===== src/rtl/hazard_ctrl_unit_pkg.sv =====
// Shared encodings for the hazard control unit: EX operand forward selects
// and the memory-wait FSM state.
package hazard_ctrl_unit_pkg;

    // EX operand source select
    localparam logic [1:0] FWD_RF  = 2'b00;  // register file value
    localparam logic [1:0] FWD_WB  = 2'b01;  // result sitting in MEM/WB
    localparam logic [1:0] FWD_MEM = 2'b10;  // result sitting in EX/MEM

    // Memory-wait FSM state
    typedef enum logic {
        ST_RUN      = 1'b0,
        ST_MEM_WAIT = 1'b1
    } hcu_state_e;

endpackage


===== src/rtl/hazard_ctrl_unit_sat_counter.sv =====
// Saturating up-counter used for the performance counters.
// rst and clr both zero the count; clr wins over inc.
module sat_counter #(
    parameter int CNT_W = 32
) (
    input  logic             clk,
    input  logic             rst,
    input  logic             clr,
    input  logic             inc,
    output logic [CNT_W-1:0] count
);

    logic [CNT_W-1:0] r_count;

    // Count up on inc, hold at all-ones, zero on reset or clear
    always_ff @(posedge clk) begin
        if (rst || clr) begin
            r_count <= '0;
        end else if (inc && (r_count != '1)) begin
            r_count <= r_count + 1'b1;
        end
    end

    assign count = r_count;

endmodule


===== src/rtl/hazard_ctrl_unit.sv =====
// Hazard control for a 5-stage pipeline: EX operand forwarding, load-use
// stall, branch flush, data-memory wait freeze and performance counters.
//
// Handshake note: there is no valid/ready here; every control output is a
// per-cycle level. pc_write/ifid_write are enables (1 = advance),
// *_flush load a bubble, pipe_freeze holds ID/EX, EX/MEM and MEM/WB.
// Priority is reset > freeze > branch flush > load-use stall.
//
// Freeze timing: the first freeze cycle is the RUN cycle in which the access
// is in MEM. The FSM then sits in MEM_WAIT, freezing while the wait counter
// is non-zero; the counter-zero cycle is the unfrozen cycle in which the
// held access leaves MEM, so the freeze is exactly MEM_LAT cycles long and a
// following access is seen fresh back in RUN.
module hazard_ctrl_unit #(
    parameter int REG_AW  = 5,
    parameter int MEM_LAT = 0,
    parameter int CNT_W   = 32
) (
    input  logic              clk,
    input  logic              rst,
    input  logic [REG_AW-1:0] ifid_rs1,
    input  logic [REG_AW-1:0] ifid_rs2,
    input  logic              ifid_use_rs1,
    input  logic              ifid_use_rs2,
    input  logic [REG_AW-1:0] idex_rs1,
    input  logic [REG_AW-1:0] idex_rs2,
    input  logic [REG_AW-1:0] idex_rd,
    input  logic              idex_mem_read,
    input  logic [REG_AW-1:0] exmem_rd,
    input  logic              exmem_reg_write,
    input  logic              exmem_mem_access,
    input  logic [REG_AW-1:0] memwb_rd,
    input  logic              memwb_reg_write,
    input  logic              pcsrc,
    input  logic              cnt_clr,
    output logic              pc_write,
    output logic              ifid_write,
    output logic              ifid_flush,
    output logic              idex_flush,
    output logic              exmem_flush,
    output logic              pipe_freeze,
    output logic [1:0]        forward_a,
    output logic [1:0]        forward_b,
    output logic [CNT_W-1:0]  cycle_cnt,
    output logic [CNT_W-1:0]  stall_cnt,
    output logic [CNT_W-1:0]  flush_cnt
);

    import hazard_ctrl_unit_pkg::*;

    localparam bit         LP_HAS_LAT   = (MEM_LAT != 0);
    localparam logic [3:0] LP_WAIT_INIT = (MEM_LAT > 0) ? 4'(MEM_LAT - 1) : 4'd0;

    hcu_state_e r_state;
    hcu_state_e w_state_nxt;
    logic [3:0] r_wait;
    logic [3:0] w_wait_nxt;
    logic       w_freeze;
    logic       w_load_use;
    logic       w_flush_apply;

    // Forwarding select for both EX operands; x0 is never forwarded
    always_comb begin
        forward_a = FWD_RF;
        forward_b = FWD_RF;
        if (!rst) begin
            if (exmem_reg_write && (exmem_rd != '0) && (exmem_rd == idex_rs1)) begin
                forward_a = FWD_MEM;
            end else if (memwb_reg_write && (memwb_rd != '0) && (memwb_rd == idex_rs1)) begin
                forward_a = FWD_WB;
            end
            if (exmem_reg_write && (exmem_rd != '0) && (exmem_rd == idex_rs2)) begin
                forward_b = FWD_MEM;
            end else if (memwb_reg_write && (memwb_rd != '0) && (memwb_rd == idex_rs2)) begin
                forward_b = FWD_WB;
            end
        end
    end

    // Load in EX whose destination is read by the instruction in ID
    always_comb begin
        w_load_use = idex_mem_read && (idex_rd != '0) &&
                     ((ifid_use_rs1 && (idex_rd == ifid_rs1)) ||
                      (ifid_use_rs2 && (idex_rd == ifid_rs2)));
    end

    // Memory-wait FSM state and wait counter register
    always_ff @(posedge clk) begin
        if (rst) begin
            r_state <= ST_RUN;
            r_wait  <= 4'd0;
        end else begin
            r_state <= w_state_nxt;
            r_wait  <= w_wait_nxt;
        end
    end

    // Memory-wait FSM next state and freeze request
    always_comb begin
        w_state_nxt = r_state;
        w_wait_nxt  = r_wait;
        w_freeze    = 1'b0;
        case (r_state)
            ST_RUN: begin
                if (LP_HAS_LAT && exmem_mem_access) begin
                    w_freeze    = 1'b1;
                    w_state_nxt = ST_MEM_WAIT;
                    w_wait_nxt  = LP_WAIT_INIT;
                end
            end
            ST_MEM_WAIT: begin
                if (r_wait == 4'd0) begin
                    w_state_nxt = ST_RUN;
                end else begin
                    w_freeze   = 1'b1;
                    w_wait_nxt = r_wait - 4'd1;
                end
            end
            default: begin
                w_state_nxt = ST_RUN;
                w_wait_nxt  = 4'd0;
            end
        endcase
    end

    // Pipeline enables and flushes: reset > freeze > branch flush > load-use
    always_comb begin
        pc_write      = 1'b1;
        ifid_write    = 1'b1;
        ifid_flush    = 1'b0;
        idex_flush    = 1'b0;
        exmem_flush   = 1'b0;
        pipe_freeze   = 1'b0;
        w_flush_apply = 1'b0;
        if (rst) begin
            pc_write    = 1'b0;
            ifid_write  = 1'b0;
            ifid_flush  = 1'b1;
            idex_flush  = 1'b1;
            exmem_flush = 1'b1;
        end else if (w_freeze) begin
            pipe_freeze = 1'b1;
            pc_write    = 1'b0;
            ifid_write  = 1'b0;
        end else if (pcsrc) begin
            ifid_flush    = 1'b1;
            idex_flush    = 1'b1;
            exmem_flush   = 1'b1;
            w_flush_apply = 1'b1;
        end else if (w_load_use) begin
            pc_write   = 1'b0;
            ifid_write = 1'b0;
            idex_flush = 1'b1;
        end
    end

    sat_counter #(.CNT_W(CNT_W)) u_cycle_cnt (
        .clk   (clk),
        .rst   (rst),
        .clr   (cnt_clr),
        .inc   (1'b1),
        .count (cycle_cnt)
    );

    sat_counter #(.CNT_W(CNT_W)) u_stall_cnt (
        .clk   (clk),
        .rst   (rst),
        .clr   (cnt_clr),
        .inc   (!pc_write),
        .count (stall_cnt)
    );

    sat_counter #(.CNT_W(CNT_W)) u_flush_cnt (
        .clk   (clk),
        .rst   (rst),
        .clr   (cnt_clr),
        .inc   (w_flush_apply),
        .count (flush_cnt)
    );

endmodule


===== config.mk =====
export PLATFORM = sky130hd
export DESIGN_NAME = hazard_ctrl_unit
export DESIGN_NICKNAME = d
export VERILOG_FILES = /design/src/rtl/hazard_ctrl_unit_pkg.sv /design/src/rtl/hazard_ctrl_unit_sat_counter.sv /design/src/rtl/hazard_ctrl_unit.sv
export SDC_FILE = /design/constraint.sdc
export NUM_CORES = 1
export LEC_CHECK = 0
export CAP_MARGIN = 20
export CELL_PAD_IN_SITES_DETAIL_PLACEMENT = 0
export CELL_PAD_IN_SITES_GLOBAL_PLACEMENT = 1
export CORE_MARGIN = 2
export CORE_UTILIZATION = 36
export CTS_BUF_LIST = sky130_fd_sc_hd__clkbuf_8
export CTS_CLUSTER_SIZE = 10
export DETAILED_ROUTE_END_ITERATION = 8
export GPL_TIMING_DRIVEN = 0
export HOLD_SLACK_MARGIN = 0.1
export PLACE_DENSITY = 0.94
export SLEW_MARGIN = 15
export SYNTH_ARGS = -nofsm -noshare
export SYNTH_HDL_FRONTEND = slang
export SYNTH_SLANG_ARGS = --single-unit

===== constraint.sdc =====
create_clock -name clk -period 2.81 [get_ports clk]
set_input_delay 0.562 -clock clk [delete_from_list [all_inputs] [get_ports clk]]
set_output_delay 0.562 -clock clk [all_outputs]
set_load 0.05 [all_outputs]

# Word level (Yosys, flattened, before mapping)
# Index checks and enable logic that the tools add are counted.
# totals
register_bits	101
in_bits	45
output_inout_bits	106
# classes
add_sub_neg	4
eq_ne	9
mux	22
bitwise_logic	1
n_reduce_logical	20
# ops
op	n
32-bit by 1-bit adder with 32-bit output (second input constant)	3
32-bit inequality test (second input constant)	3
5-bit == test	6
1-bit 2-to-1 mux	18
5-bit nonzero test	3
1-bit logical AND	12
2-bit 2-to-1 mux	4
4-bit logical NOT	1
4-bit by 1-bit subtractor with 4-bit output (second input constant)	1
1-bit logical OR	2
2-bit AND reduction	1
1-bit logical NOT	1
1-bit inverter	1

# Depth between registers and ports, before layout
# depth
depth_word	10
ltp_mapped	10

# Cells and area by module
# Synthesis repeated with hierarchy kept, for this count alone.
# unflattened
hier_cells	656
area_unflattened_um2	5741.8
# modules_own_cells
mod	n_inst	cells_each	area_each_um2
sat_counter	3	189	1681.6
hazard_ctrl_unit	1	89	696.9

# Worst setup path before layout
# Ideal clock, no wire load.
# synth_path
path_type	input to output
startpoint	input exmem_rd[1]
endpoint	output forward_b[0]
arrival_time_ps	3032
t_required_ps	2248
slack_ps	-784
path_stages	4
path_cell_list	or4_1 > o21ai_0 > nor3_1 > nor4_1
# synth_via
elab_chain_cells	5
# synth_lines
item	line_no	source
start: declaration	hazard_ctrl_unit.sv:29	input logic [REG_AW-1:0] exmem_rd,
5-bit nonzero test	hazard_ctrl_unit.sv:72	if (exmem_reg_write && (exmem_rd != '0) && (exmem_rd == idex_rs2)) begin
1-bit logical AND	hazard_ctrl_unit.sv:72	
1-bit logical AND (*)	hazard_ctrl_unit.sv:72	
2-bit 2-to-1 mux (*)	hazard_ctrl_unit.sv:72	
2-bit 2-to-1 mux (*)	hazard_ctrl_unit.sv:66	if (!rst) begin
end: declaration	hazard_ctrl_unit.sv:43	output logic [1:0] forward_b,
# Mark *: on every way between the ends. The rest lies on a longest branch, timed or not.

# Worst setup path after layout
# layout_path
startpoint	input exmem_rd[0]
endpoint	output forward_b[1]
# Same word-level chain as after synthesis.

==> run metrics <==
status=finished, final reports clean; Clock Sinks=101; DP HPWL=10,700 um; CTS clk-pin slew, worst paths=100 ps; global route total overflow=0; leakage power=between 2 and 2.5 nW; post-synthesis average cell area=8.23 um^2; Antenna Nets Post-Route=0; vias in the first global route=4,823; top cell type's share of synthesized area=around two fifths; Placer Congestion=0.849; Post-Syn Instances=640; critical path required time=2250 ps; Final Hold Vio Count=0; top cell type by total area after synthesis=dfxtp_1; Post-synth EDFFs=0; Rel. slew slack=around a third; worst hold path depth=2; IO Count=151; Max clock buf depth=2; sequential share of the synthesized area=38.4%; post-layout min period=2750 ps; pre-CTS WS=-1040 ps; DRT Pass-1 Iters=5; Yosys reg bits=101; fmax=between 300 and 400 MHz; Final WS setup=56.3 ps; Slew @ Worst Pin=970 ps; Crit Path Max Fanout=3; worst min path class=reg2reg; Worst IR Drop VDD=0.000188 V; initial core utilization=a little over a third; final WL=around 15,000 um; fraction of layout instances using a drive strength above 1=8.50%; ys flop type=dfxtp_1; routed wire length per instance=14.7 um; Port Buf Inserts=about 150; final net count=856; Die Span Y=125 um; Root Driver=clkbuf_8; vias per cell=5.29; final setup violating endpoints=0; Final Max Slew Viols=0; Via Count=5,269; Tcrit/Tclk final=between 90% and 100%; CP arrival=2190 ps; htree depth=3; Die Area=15,600 um^2; worst-skew pair later-pin latency=approximately 380 ps; Initial DRC Count=234; DRC=0; TritonCTS Buffers=9; Clock Skew=11.8 ps; dominant cells by area after synthesis=dfxtp_1 38%, xnor2_1 7.5%, xor2_1 6.8%, nor2_1 5.3%, a21oi_1 3.7%; Distinct cells, synth=49; largest net degree at the start of global routing=18; Crit Path Class=in2out; design area=7340 um^2; Worst Setup Start Kind=input port; Syn-to-layout area delta=39.2%; Die X-Extent=125 um; Yosys warnings=0; FP Rows=44; worst reg-to-reg path cell count=8; Async S/R FF share, synth=0%; CTS tree=built; antenna violations before repair=0; Placed Area=7010 um^2; Synth Net Count=between 600 and 700; global-route wire length before repair=between 20,000 and 25,000 um; area of the mapped netlist=5270 um^2; Pwr per Cell Area=375 nW/um^2; GRT Total Usage=roughly 18%; Diodes inserted=0; max-cap violation count=0; Core Region=about 14,000 um^2; Setup TNS=0 ps; Worst setup EP type=output pin
[critical path, cell delays in order]
cell and delay, ps:
clkdlybuf4s50_1 590, xnor2_1 160, nand2_1 90, nor4_1 220
dlygate4sd2_1 580
[logic make-up after synthesis]
family / Yosys count / share of synthesized area, %
muxes: 2 / 0.380
DFF: 101 / 38.4
adders and majority gates: 4 / 0.950
AOI/OAI and AO/OA: 97 / 11.1
xor gates and xnor gates: 86 / 14.3
and+or+nand+nor: 313 / 31.9
buffers and inverters: 37 / 3.02
[synthesized netlist by cell type (all sizes together) (3+ instances only)]
cell type	n
dfxtp	101
nor2	75
xnor2	45
nand2	44
xor2	41
a21oi	39
nand3	38
nand4	29
o21ai	29
or3	28
or4	22
clkbuf	20
nor3	19
nor4	19
o31ai	14
and3	13
inv	10
and2	7
buf	7
and4	4
ha	4
o211ai	4
or2	4
nor3b	3
[worst paths after layout]
kind / from / end / slack (ps)
max: exmem_rd[0] / forward_b[1] / 60
min: u_stall_cnt.count[15]$_SDFFE_PP0P_ / u_stall_cnt.count[15]$_SDFFE_PP0P_ / 510
max reg2reg: u_stall_cnt.count[2]$_SDFFE_PP0P_ / u_stall_cnt.count[1]$_SDFFE_PP0P_ / 280
min reg2reg: u_stall_cnt.count[15]$_SDFFE_PP0P_ / u_stall_cnt.count[15]$_SDFFE_PP0P_ / 510
[metrics by stage]
stage,power [mW],hold WS (ps),utilization [%],cells
after floorplan,1.60,477,-,640
after global placement,1.73,489,48.6,973
after detailed placement,1.73,492,48.6,973
after CTS,2.78,509,50.5,994
after global routing,2.85,537,50.9,996
final,2.75,515,50.9,996
[report_power, final]
part	leakage [nW]	internal (mW)	total (mW)	switching, mW
Combinational	1.41	0.114	0.264	0.150
Sequential	0.814	1.43	1.44	0.00418
Clock	0.112	0.508	1.05	0.539
Total	2.33	2.06	2.75	0.693
[cell usage in the layout, fill, tap and decap left out, types with 4 or more instances in the layout]
cell type        netlist  layout
nand2_1               44      43
or3_1                 28      28
dlymetal6s2s_1         0       7
inv_1                 10       9
a21oi_1               39      36
and3_1                13      13
or2_2                  4       4
nor4_1                17      16
clkdlybuf4s50_1        0     116
o211ai_1               4       4
nand4_1               29      29
o31ai_1               14      12
clkbuf_1              20      18
or4_1                 22      19
clkbuf_8               0       9
o21ai_1                4       4
ha_1                   4       4
dlygate4sd2_1          0      18
xnor2_1               45      45
o21ai_0               25      23
nor3_1                18      17
nor2_1                75      75
dfxtp_1              101     101
and2_1                 5       5
xor2_1                41      39
nand3_1               37      37
buf_4                  2      11
buf_2                  4       6
[state kept, by name, summed over array words and instances, names as in the netlist]
register and cells:
u_stall_cnt.count 32, u_cycle_cnt.count 32, r_state 1, r_wait 4, u_flush_cnt.count 32
[cell type report]
cell class                 instances  area [um^2]
multi-input combinational        502         3170
tap                              184          230
inverter                          10         37.5
clock buffer                       9          124
clock inverter                     7         97.6
buffer                            26          126
timing repair buffer             157         1530
fill                            1431         7090
sequential                       101         2020
[layer usage]
metal | wire length [um] | up-vias | GRT usage, %
met3 | 717 | 14 | 3.42
met2 | 6820 | 119 | 29.3
met4 | 182 | 0 | 5.75
li1 | - | 2642 | -
met1 | 6930 | 2494 | 25.0
met5 | 0 | - | 0
[repair_timing]
| item | CTS | global route |
|---|---|---|
| setup buffers | 6 | 1 |
| hold buffers | 0 | 0 |
| endpoints found under the setup margin | 10 | 26 |
| pin swaps | 5 | 7 |
| cloned | 0 | 1 |
| gates resized for setup | 66 | 29 |
No activity file was read; power rests on OpenSTA's default activity.
